--- src/rtl/semafor_ctrl_pkg.sv ---
// Shared definitions for the traffic-light controller: state codes,
// lamp encodings and the request-eligibility helper.
package semafor_ctrl_pkg;

    // State codes, also exported on faza for debug. Code 3'd7 is unused.
    typedef enum logic [2:0] {
        S_VERDE    = 3'd0,
        S_GALBEN   = 3'd1,
        S_ALL_RED  = 3'd2,
        S_PIETONI  = 3'd3,
        S_CLIP     = 3'd4,
        S_ALL_RED2 = 3'd5,
        S_NOAPTE   = 3'd6
    } state_t;

    // Car lamps are {rosu, galben, verde}
    localparam logic [2:0] LED_ROSU   = 3'b100;
    localparam logic [2:0] LED_GALBEN = 3'b010;
    localparam logic [2:0] LED_VERDE  = 3'b001;
    localparam logic [2:0] LED_STINS  = 3'b000;

    // Pedestrian lamp: 1 = red, 0 = green
    localparam logic PIET_ROSU  = 1'b1;
    localparam logic PIET_VERDE = 1'b0;

    // A button press is only remembered while no pedestrian phase is in
    // progress or imminent.
    function automatic logic req_eligible(input state_t s);
        return (s == S_VERDE) || (s == S_GALBEN) ||
               (s == S_ALL_RED2) || (s == S_NOAPTE);
    endfunction

endpackage

--- src/rtl/semafor_ctrl_if.sv ---
// Board-side signal bundle of the traffic-light controller: the two
// request inputs and the lamp / status outputs.
interface semafor_ctrl_if;

    logic       buton;
    logic       mod_noapte;
    logic [2:0] led_masini;
    logic       led_pietoni;
    logic       cerere_activa;
    logic [2:0] faza;

    // Board / stimulus side
    modport master (
        output buton,
        output mod_noapte,
        input  led_masini,
        input  led_pietoni,
        input  cerere_activa,
        input  faza
    );

    // Controller side
    modport slave (
        input  buton,
        input  mod_noapte,
        output led_masini,
        output led_pietoni,
        output cerere_activa,
        output faza
    );

endinterface

--- src/rtl/semafor_tick.sv ---
// Prescaler producing a one-clock enable every CLK_DIV clocks
// (one tick per second at the board clock rate).
module semafor_tick #(
    parameter int CLK_DIV = 50_000_000
) (
    input  logic clk,
    input  logic rst,
    output logic tick
);

    localparam int PW = (CLK_DIV > 2) ? $clog2(CLK_DIV) : 1;
    localparam logic [PW-1:0] LAST = PW'(CLK_DIV - 1);

    logic [PW-1:0] presc;

    // Free-running 0..CLK_DIV-1 counter, wraps right after the tick clock
    always_ff @(posedge clk or posedge rst) begin
        if (rst) begin
            presc <= '0;
        end else if (presc == LAST) begin
            presc <= '0;
        end else begin
            presc <= presc + PW'(1);
        end
    end

    assign tick = (presc == LAST);

endmodule

--- src/rtl/semafor_ctrl.sv ---
// Traffic-light controller for one car lane and one pedestrian crossing,
// with latched pedestrian requests and a blinking-yellow night mode.
//
//  state      | meaning
//  -----------+-------------------------------------------------------
//  S_VERDE    | cars green, waits >= T_VERDE_MIN ticks for a request
//  S_GALBEN   | cars yellow
//  S_ALL_RED  | clearance before pedestrians go
//  S_PIETONI  | pedestrians steady green
//  S_CLIP     | pedestrians blinking green
//  S_ALL_RED2 | clearance before cars go (reset state)
//  S_NOAPTE   | night mode, car yellow blinking, pedestrians red
module semafor_ctrl
    import semafor_ctrl_pkg::*;
#(
    parameter int CLK_DIV     = 50_000_000,
    parameter int TW          = 8,
    parameter int T_VERDE_MIN = 60,
    parameter int T_GALBEN    = 5,
    parameter int T_CLEAR     = 2,
    parameter int T_PIETONI   = 30,
    parameter int T_CLIP      = 6
) (
    input logic           clk,
    input logic           rst,
    semafor_ctrl_if.slave bus
);

    // Terminal-count values: the state is left on the tick seeing timer==T-1
    localparam logic [TW-1:0] TC_VERDE   = TW'(T_VERDE_MIN - 1);
    localparam logic [TW-1:0] SAT_VERDE  = TW'(T_VERDE_MIN);
    localparam logic [TW-1:0] TC_GALBEN  = TW'(T_GALBEN - 1);
    localparam logic [TW-1:0] TC_CLEAR   = TW'(T_CLEAR - 1);
    localparam logic [TW-1:0] TC_PIETONI = TW'(T_PIETONI - 1);
    localparam logic [TW-1:0] TC_CLIP    = TW'(T_CLIP - 1);

    state_t        state;
    logic [TW-1:0] timer;
    logic          blink;
    logic          cerere;
    logic          tick;
    logic          enter_piet;

    semafor_tick #(.CLK_DIV(CLK_DIV)) u_tick (
        .clk  (clk),
        .rst  (rst),
        .tick (tick)
    );

    assign enter_piet = tick && (state == S_ALL_RED) && (timer == TC_CLEAR);

    // Phase sequencing, phase timer and blink phase; all moves happen on ticks
    always_ff @(posedge clk or posedge rst) begin
        if (rst) begin
            state <= S_ALL_RED2;
            timer <= '0;
            blink <= 1'b0;
        end else begin
            case (state)
                S_VERDE: begin
                    if (tick) begin
                        if (bus.mod_noapte) begin
                            // yellow lights on the first night tick
                            state <= S_NOAPTE;
                            timer <= '0;
                            blink <= 1'b1;
                        end else if (cerere && (timer >= TC_VERDE)) begin
                            state <= S_GALBEN;
                            timer <= '0;
                        end else if (timer < SAT_VERDE) begin
                            timer <= timer + TW'(1);
                        end
                    end
                end
                S_GALBEN: begin
                    if (tick) begin
                        if (timer == TC_GALBEN) begin
                            state <= S_ALL_RED;
                            timer <= '0;
                        end else begin
                            timer <= timer + TW'(1);
                        end
                    end
                end
                S_ALL_RED: begin
                    if (tick) begin
                        if (timer == TC_CLEAR) begin
                            state <= S_PIETONI;
                            timer <= '0;
                        end else begin
                            timer <= timer + TW'(1);
                        end
                    end
                end
                S_PIETONI: begin
                    if (tick) begin
                        if (timer == TC_PIETONI) begin
                            state <= S_CLIP;
                            timer <= '0;
                            blink <= 1'b0;
                        end else begin
                            timer <= timer + TW'(1);
                        end
                    end
                end
                S_CLIP: begin
                    if (tick) begin
                        if (timer == TC_CLIP) begin
                            state <= S_ALL_RED2;
                            timer <= '0;
                            blink <= 1'b0;
                        end else begin
                            timer <= timer + TW'(1);
                            blink <= ~blink;
                        end
                    end
                end
                S_ALL_RED2: begin
                    if (tick) begin
                        if (timer == TC_CLEAR) begin
                            state <= bus.mod_noapte ? S_NOAPTE : S_VERDE;
                            timer <= '0;
                            blink <= bus.mod_noapte;
                        end else begin
                            timer <= timer + TW'(1);
                        end
                    end
                end
                S_NOAPTE: begin
                    if (tick) begin
                        if (!bus.mod_noapte) begin
                            state <= S_ALL_RED2;
                            blink <= 1'b0;
                        end else begin
                            blink <= ~blink;
                        end
                        timer <= '0;
                    end
                end
                default: begin
                    state <= S_ALL_RED2;
                    timer <= '0;
                    blink <= 1'b0;
                end
            endcase
        end
    end

    // Pedestrian request latch; clearing on pedestrian-green entry wins
    always_ff @(posedge clk or posedge rst) begin
        if (rst) begin
            cerere <= 1'b0;
        end else if (enter_piet) begin
            cerere <= 1'b0;
        end else if (bus.buton && req_eligible(state)) begin
            cerere <= 1'b1;
        end
    end

    // Lamp decode from state and blink only
    always_comb begin
        bus.led_masini  = LED_ROSU;
        bus.led_pietoni = PIET_ROSU;
        case (state)
            S_VERDE:   bus.led_masini  = LED_VERDE;
            S_GALBEN:  bus.led_masini  = LED_GALBEN;
            S_PIETONI: bus.led_pietoni = PIET_VERDE;
            S_CLIP:    bus.led_pietoni = blink;
            S_NOAPTE:  bus.led_masini  = blink ? LED_GALBEN : LED_STINS;
            default:   ;
        endcase
    end

    assign bus.cerere_activa = cerere;
    assign bus.faza          = state;

endmodule

--- src/flat_wrapper.sv ---
// flat-port wrapper written by rule: the top's interface ports become plain ports
module semafor_ctrl_flat import semafor_ctrl_pkg::*;
#(
    parameter int CLK_DIV     = 50_000_000,
    parameter int TW          = 8,
    parameter int T_VERDE_MIN = 60,
    parameter int T_GALBEN    = 5,
    parameter int T_CLEAR     = 2,
    parameter int T_PIETONI   = 30,
    parameter int T_CLIP      = 6
)
  (clk, rst, bus_buton, bus_mod_noapte, bus_led_masini, bus_led_pietoni, bus_cerere_activa, bus_faza);
  semafor_ctrl_if bus_i ();
  input logic clk;
  input logic rst;
  input wire logic [$bits(bus_i.buton)-1:0] bus_buton;
  input wire logic [$bits(bus_i.mod_noapte)-1:0] bus_mod_noapte;
  output wire logic [$bits(bus_i.led_masini)-1:0] bus_led_masini;
  output wire logic [$bits(bus_i.led_pietoni)-1:0] bus_led_pietoni;
  output wire logic [$bits(bus_i.cerere_activa)-1:0] bus_cerere_activa;
  output wire logic [$bits(bus_i.faza)-1:0] bus_faza;
  assign bus_i.buton = bus_buton;
  assign bus_i.mod_noapte = bus_mod_noapte;
  assign bus_led_masini = bus_i.led_masini;
  assign bus_led_pietoni = bus_i.led_pietoni;
  assign bus_cerere_activa = bus_i.cerere_activa;
  assign bus_faza = bus_i.faza;
  semafor_ctrl #(.CLK_DIV(CLK_DIV), .TW(TW), .T_VERDE_MIN(T_VERDE_MIN), .T_GALBEN(T_GALBEN), .T_CLEAR(T_CLEAR), .T_PIETONI(T_PIETONI), .T_CLIP(T_CLIP)) u_core (.clk(clk), .rst(rst), .bus(bus_i));
endmodule
--- config.mk ---
export PLATFORM = sky130hd
export DESIGN_NAME = semafor_ctrl_flat
export DESIGN_NICKNAME = d
export VERILOG_FILES = /design/src/rtl/semafor_ctrl_pkg.sv /design/src/rtl/semafor_ctrl_if.sv /design/src/rtl/semafor_tick.sv /design/src/rtl/semafor_ctrl.sv /design/src/flat_wrapper.sv
export SDC_FILE = /design/constraint.sdc
export NUM_CORES = 1
export LEC_CHECK = 0
export BUFFER_PORTS_ARGS = -buffer_cell sky130_fd_sc_hd__buf_2
export CORE_ASPECT_RATIO = 1.2
export CORE_MARGIN = 2
export CORE_UTILIZATION = 55
export DETAILED_ROUTE_END_ITERATION = 8
export HOLD_SLACK_MARGIN = 0.1
export PLACE_DENSITY = 0.77
export SLEW_MARGIN = 20
export SYNTH_ARGS = -nofsm -noshare
export SYNTH_HDL_FRONTEND = slang
export SYNTH_HIERARCHICAL = 1
export SYNTH_SLANG_ARGS = --single-unit
export TNS_END_PERCENT = 20
--- constraint.sdc ---
create_clock -name clk -period 2.7 [get_ports clk]
set_input_delay 0.27 -clock clk [delete_from_list [all_inputs] [get_ports clk]]
set_output_delay 0.27 -clock clk [all_outputs]
set_load 0.03 [all_outputs]
# After elaboration in Yosys (flattened, before gate mapping)
# Cells that the tools add are included.
word_totals:
  regBits: 39
  latch_bits: 0
  mem_bits_rw: 0
  rom_bits: 0
  out_inout_bits: 8
  mem_count: 0
op_classes:
  add_sub_neg: 2
  multipliers: 0
  div_mod_pow: 0
  magnitude_cmp: 2
  n_eq_ne: 28
  shifts: 0
  mux: 48
  bitwise: 2
  reduce_logical: 14
op_table:
  columns: ["op", "n"]
  rows:
  - ["8-bit two-way mux", 13]
  - ["3-bit two-way mux", 16]
  - ["8-bit one-hot mux with 6 select lines", 1]
  - ["26-bit by 1-bit adder with 26-bit output, second input constant", 1]
  - ["26-bit equality test, second input constant", 1]
  - ["26-bit two-way mux", 1]
  - ["2-bit by 1-bit != test with 1-bit output, second input constant", 12]
  - ["3-bit one-hot mux with 7 select lines", 1]
  - ["8-bit by 3-bit equality test with 1-bit output, second input constant", 2]
  - ["14-bit AND reduction", 1]
  - ["1-bit two-way mux", 12]
  - ["3-bit equality test, second input constant", 3]
  - ["3-bit one-hot mux with 3 select lines", 1]
  - ["9-bit AND reduction", 1]
  - ["8-bit by 1-bit adder with 8-bit output, second input constant", 1]
  - ["8-bit by 1-bit equality test with 1-bit output, second input constant", 1]
  - ["8-bit by 5-bit equality test with 1-bit output, second input constant", 1]
  - ["8-bit by 6-bit >= comparator with 1-bit output, second input constant", 1]
  - ["8-bit by 6-bit less-than comparator with 1-bit output, second input constant", 1]
  - ["7-bit AND reduction", 1]
  - ["3-bit by 2-bit equality test with 1-bit output, second input constant", 2]
  - ["2-bit != test, second input constant", 3]
  - ["1-bit one-hot mux with 6 select lines", 1]
  - ["1-bit logical AND", 4]
  - ["other kinds (10)", 14]

# Depth between registers and ports, before layout
logic_depth:
  word_depth: 7
  depth_mapped: 10
  depth_no_buf: 9

# Cells and area by module
# Netlist, hierarchy kept.
by_module_without_submodules:
  columns: ["module", "instances", "cells_per_inst", "area_per_inst_um2", "seq_area_each_um2"]
  rows:
  - ["semafor_tick", 1, 134, 1345.0, 650.6]
  - ["semafor_ctrl", 1, 136, 1089.8, 327.8]

# Least setup slack after synthesis
# Ideal clock, no wire load.
synth_path:
  kind: "flip-flop to flip-flop"
  from: "register u_core.u_tick.presc[0]"
  to: "register u_core.state[1], in the netlist u_core/bus.faza[1]"
  arrival_time_ns: 2.721
  path_slack_ns: -0.139
  stages_incl_launch_ff: 11
  synth_period_minus_slack_ns: 2.839
  cell_sequence: "dfrtp_1 -> ha_1 -> nand2_1 -> or4_1 -> nor4_4 -> buf_2 -> o21ai_0 -> a221o_1 -> nor3_2 -> o21ai_1 -> a21o_1"
synth_between:
  elab_chain_cells: 3
synth_lines:
  columns: ["item", "line_no", "source"]
  rows:
  - ["start: declaration", "semafor_tick.sv:14", "logic [PW-1:0] presc;"]
  - ["start signal: assignment", "semafor_tick.sv:23", "presc <= presc + PW'(1);"]
  - ["26-bit equality test (*)", "semafor_tick.sv:27", "assign tick = (presc == LAST);"]
  - ["net u_core.tick", "semafor_ctrl.sv:41", "logic tick;"]
  - ["2-bit by 1-bit != test with 1-bit output (no source line)", null, null]
  - ["14-bit AND reduction (no source line) (*)", null, null]
  - ["end signal: assignment", "semafor_ctrl.sv:121", "state <= bus.mod_noapte ? S_NOAPTE : S_VERDE;"]
  - ["end: declaration", "semafor_ctrl.sv:37", "state_t state;"]
# Mark *: on every way through the listed nets, which the timed path passes. The rest lies on a longest branch.
# A chain may end at the register's enable or synchronous reset.

# Worst setup path after layout
layout_path:
  from: "register u_core.u_tick.presc[10]"
  to: "register u_core.state[1], in the netlist u_core/bus.faza[1]"
# Same word-level chain as after synthesis.

==> load_flow_metrics.sql <==
INSERT INTO impl_metrics (metric_group, metric, value, unit) VALUES
('layout', 'nets', '298', ''),
('placement', 'routabilityCongestion', '0.8491', ''),
('logic_synthesis', 'yosys.cell_types.count', '50', ''),
('layout', 'fillers', '364', ''),
('logic_synthesis', 'synth.net_count', '279', ''),
('global_route', 'grt.met2_usage', '40.41', '%'),
('pwr', 'netSwitchingFraction', '38.37', '%'),
('pwr', 'p_sw', '794.9', 'uW'),
('logic_synthesis', 'synth-edff-count', '0', ''),
('floorplan', 'core_area', '0.004262', 'sq mm'),
('pwr', 'power.leakage', '1.183', 'nW'),
('layout', 'seqCellArea', '978.4', 'sq um'),
('outcome', 'outcome', 'finished clean', ''),
('logic_synthesis', 'postSynth.topFlopCell', 'sky130_fd_sc_hd__dfrtp_1', ''),
('global_route', 'gr-usage-all-layers', '23.67', '%'),
('placement', 'placement.io_buffers', '11', ''),
('timing', 'period_needed', '2.507', 'ns'),
('pwr', 'portion_of_total_power_attributed_to_sequential_cells', '36.0', '%'),
('layout', 'layout_cells_sized_above_1', '17.59', '%'),
('floorplan', 'rows', '26', ''),
('pwr', 'share_comb_of_total_power', '39.6', '%'),
('worst_setup_path', 'critPathArrivalTime', '2.69', 'ns'),
('timing', 'finalHoldViolCount', '0', ''),
('worst_hold_path', 'timing.hold.worst.class', 'in2reg', ''),
('placement', 'hpwlAfterDp', '3775', 'microns'),
('route', 'number_of_drc_markers_in_iteration_0', '153', ''),
('timing', 'hold_slack', '0.3091', 'ns'),
('pwr', 'worst_ir_drop_vdd', '625.8', 'uV'),
('route', 'routed_wire_length_per_instance', '15.40', 'microns'),
('global_route', 'number_of_antenna_violations_at_the_first_check_in_global_routing', '0', ''),
('logic_synthesis', 'synth_async_sr_flop_share', '100.0', '%'),
('pwr', 'cell_internal_pwr', '1.277', 'mW'),
('clocking', 'htree_levels', '2', ''),
('layout', 'area_delta_synth_final', '12.64', '%'),
('worst_setup_path', 'timing.critical_path.required', '2.89', 'ns'),
('clocking', 'clock_root_cell', 'sky130_fd_sc_hd__clkbuf_8', ''),
('clocking', 'clock_latency', '0.29', 'ns'),
('timing', 'fmaxAchievable', '398.9', 'MHz'),
('route', 'drc', '0', ''),
('global_route', 'grt_pass1_wl', '9418', 'microns'),
('layout', 'diodes', '0', ''),
('logic_synthesis', 'synth_area', '0.002435', 'sq mm'),
('timing', 'worst_clock_skew', '0.002187', 'ns'),
('pwr', 'power_density', '755.5', 'mW/mm^2'),
('route', 'firstDrtPassIters', '4', ''),
('logic_synthesis', 'ys_seq_elements', '39', ''),
('timing', 'finalMaxSlewViolations', '0', ''),
('timing', 'grt_setup_unrepaired', 'false', ''),
('worst_setup_path', 'crit_fanout', '8', ''),
('floorplan', 'floorplan.die.height', '76.89', 'microns'),
('logic_synthesis', 'syn_avg_cell_area', '9.018', 'sq um'),
('route', 'detailroute.via_count', '2104', ''),
('floorplan', 'die_area', '0.004978', 'sq mm'),
('clocking', 'cts_tree', 'built', ''),
('logic_synthesis', 'ys.warnings.count', '6', ''),
('logic_synthesis', 'ys_seq_area_share', '40.18', '%'),
('global_route', 'grt_remaining_overflow', '0', ''),
('clocking', 'clk_pin_slew', '0.08', 'ns'),
('timing', 'slew_headroom', '39.23', '%'),
('clocking', 'cts_sinks', '39', ''),
('global_route', 'grt.met1_usage', '28.94', '%'),
('worst_setup_path', 'startpoint_type', 'register', ''),
('clocking', 'cts_buffers', '5', ''),
('worst_setup_path', 'worstSetupEndpointType', 'register', ''),
('route', 'ant_nets', '0', ''),
('pwr', 'power.share.clock', '24.4', '%'),
('global_route', 'gr-usage-met3', '4.399', '%'),
('route', 'detail_route.vias_per_cell', '6.081', ''),
('logic_synthesis', 'synthCells', '270', ''),
('floorplan', 'die_w', '64.74', 'microns'),
('floorplan', 'initial_core_util', '57.13', '%'),
('layout', 'multi_input_area', '0.001365', 'sq mm'),
('run', 'max_cap_violations', '0', ''),
('global_route', 'top_usage_layer', 'met2', ''),
('timing', 'setup_viol_count_final', '0', ''),
('route', 'route.final.wire_length', '5328', 'microns'),
('timing', 'finalCritPeriodShare', '92.84', '%'),
('floorplan', 'io_pins', '12', ''),
('pwr', 'design_power_total', '2.072', 'mW'),
('worst_setup_path', 'timing_worst_setup_path_type', 'reg2reg', ''),
('global_route', 'via_count_of_the_first_global_routing_pass', '2122', ''),
('timing', 'tightest_slew', '0.9060', 'ns'),
('clocking', 'cts_buffer_depth', '2', ''),
('global_route', 'grt_max_degree', '27', '');
cells in the final DEF, fill, tap and decap left out, types with 7 or more instances in the layout:
cell                      Yosys  final
sky130_fd_sc_hd__nor2b_1      9      9
sky130_fd_sc_hd__buf_2        2     11
sky130_fd_sc_hd__dfrtp_1     37     37
sky130_fd_sc_hd__and3_1       7      7
sky130_fd_sc_hd__nand2_1     18     18
sky130_fd_sc_hd__or4_1        9      8
sky130_fd_sc_hd__buf_4        0     14
sky130_fd_sc_hd__nor3_1       9      9
sky130_fd_sc_hd__nand3_1     18     18
sky130_fd_sc_hd__xor2_1      10     10
sky130_fd_sc_hd__a21oi_1     14     14
sky130_fd_sc_hd__o31ai_1      7      7
sky130_fd_sc_hd__nor2_1      26     26
sky130_fd_sc_hd__inv_1       11     10
sky130_fd_sc_hd__xnor2_1      7      7
kinds of logic after synthesis:
| group | share of synthesized area, % |
|---|---|
| AO/OA/AOI/OAI | 16.55 |
| XOR/XNOR | 6.115 |
| adder cells (fa/ha/maj) | 2.569 |
| buffers and inverters | 4.265 |
| flip-flops | 40.19 |
| multiplexers | 0.6165 |
| AND/OR/NAND/NOR | 29.70 |
registers in the layout, summed over array words and instances (netlist names):
| signal | flops |
|---|---|
| u_core/timer | 8 |
| u_core/bus.faza | 3 |
| u_core/bus.cerere_activa | 1 |
| u_core/u_tick/presc | 26 |
| u_core/blink | 1 |
per-stage QoR:
step / util [%] / instances / instance area [sq um] / TNS (ns) / worst slack [ns]
floorplan: - / 270 / 2454 / -0.07321 / -0.05354
CTS: 64.18 / 345 / 2735 / 0 / 0.07118
global placement: 61.19 / 336 / 2608 / 0 / 0.1453
global route: 64.36 / 346 / 2743 / 0 / 0.02932
finish: 64.36 / 346 / 2743 / 0 / 0.1932
detailed placement: 61.19 / 336 / 2608 / 0 / 0.08652
worst max-delay path, cell delays in order (launching register included):
cell,delay (ns)
sky130_fd_sc_hd__dfrtp_1,0.44
sky130_fd_sc_hd__nor4_1,0.31
sky130_fd_sc_hd__nand4_1,0.18
sky130_fd_sc_hd__nor4_4,0.27
sky130_fd_sc_hd__buf_4,0.20
sky130_fd_sc_hd__o21ai_1,0.07
sky130_fd_sc_hd__a221o_1,0.36
sky130_fd_sc_hd__nor3_4,0.28
sky130_fd_sc_hd__o21ai_1,0.10
sky130_fd_sc_hd__a21o_1,0.18
final timing paths:
check / slack, ns / start / depth (start not counted) / to
max reg2reg: 0.19 / u_core/u_tick/presc[10] / 9 / u_core/bus.faza[1]
max in group asynchronous: 1.67 / rst / 3 / u_core/u_tick/presc[21]
max: 0.19 / u_core/u_tick/presc[10] / 9 / u_core/bus.faza[1]
min: 0.31 / bus_buton / 3 / u_core/bus.cerere_activa
min reg2reg: 0.52 / u_core/u_tick/presc[16] / 1 / u_core/u_tick/presc[16]
min in group asynchronous: 0.57 / rst / 3 / u_core/timer[4]
what timing repair did:
| action | CTS | global route |
|---|---|---|
| endpoints found under the hold margin | 11 | 0 |
| hold buffers | 1 | 0 |
| setup buffers | 0 | 1 |
| resized for setup | 0 | 0 |
| setup endpoints to repair | 0 | 10 |
layout make-up:
| class | count | area share, % |
|---|---|---|
| clock inverter | 2 | 1.277 |
| tap | 56 | 2.555 |
| sequential | 39 | 35.68 |
| timing repair buffer | 26 | 6.204 |
| inverter | 11 | 1.505 |
| clock buffer | 6 | 3.011 |
| multi-input combinational | 206 | 49.77 |
synth_stat cells, drive strengths merged (3+ instances only):
library cell	n	area (sq um)
clkbuf	11	41.29
a31oi	4	25.02
nand4	7	50.05
nor2	27	103.9
nor4	4	40.04
nand2	19	73.82
or4	9	67.56
xor2	10	87.58
o21ai	12	60.05
xnor2	7	61.31
ha	5	62.56
a21oi	14	70.07
buf	3	21.27
a22o	6	52.55
inv	11	41.29
nor2b	9	56.30
dfrtp	37	925.9
o211ai	3	22.52
o31ai	7	52.55
and3	7	43.79
and4	6	53.80
nand3	18	90.09
nor3	10	55.05
metal layers:
layer	wire, microns	part of all wire [%]	vias to the layer above
li1	-	-	1032
met1	2375	45	1032
met2	2730	51	33
met3	135	2.5	7
met4	86	1.6	0
met5	0	0	-
power groups by stage:
stage	Combinational (mW)	Clock, mW	Sequential [mW]
after floorplan	0.661	0	0.723
after global placement	0.804	0	0.754
after detailed placement	0.815	0	0.757
after CTS	0.819	0.516	0.746
after global routing	0.905	0.543	0.759
final	0.820	0.505	0.747
(Power assumes the default switching activity.)
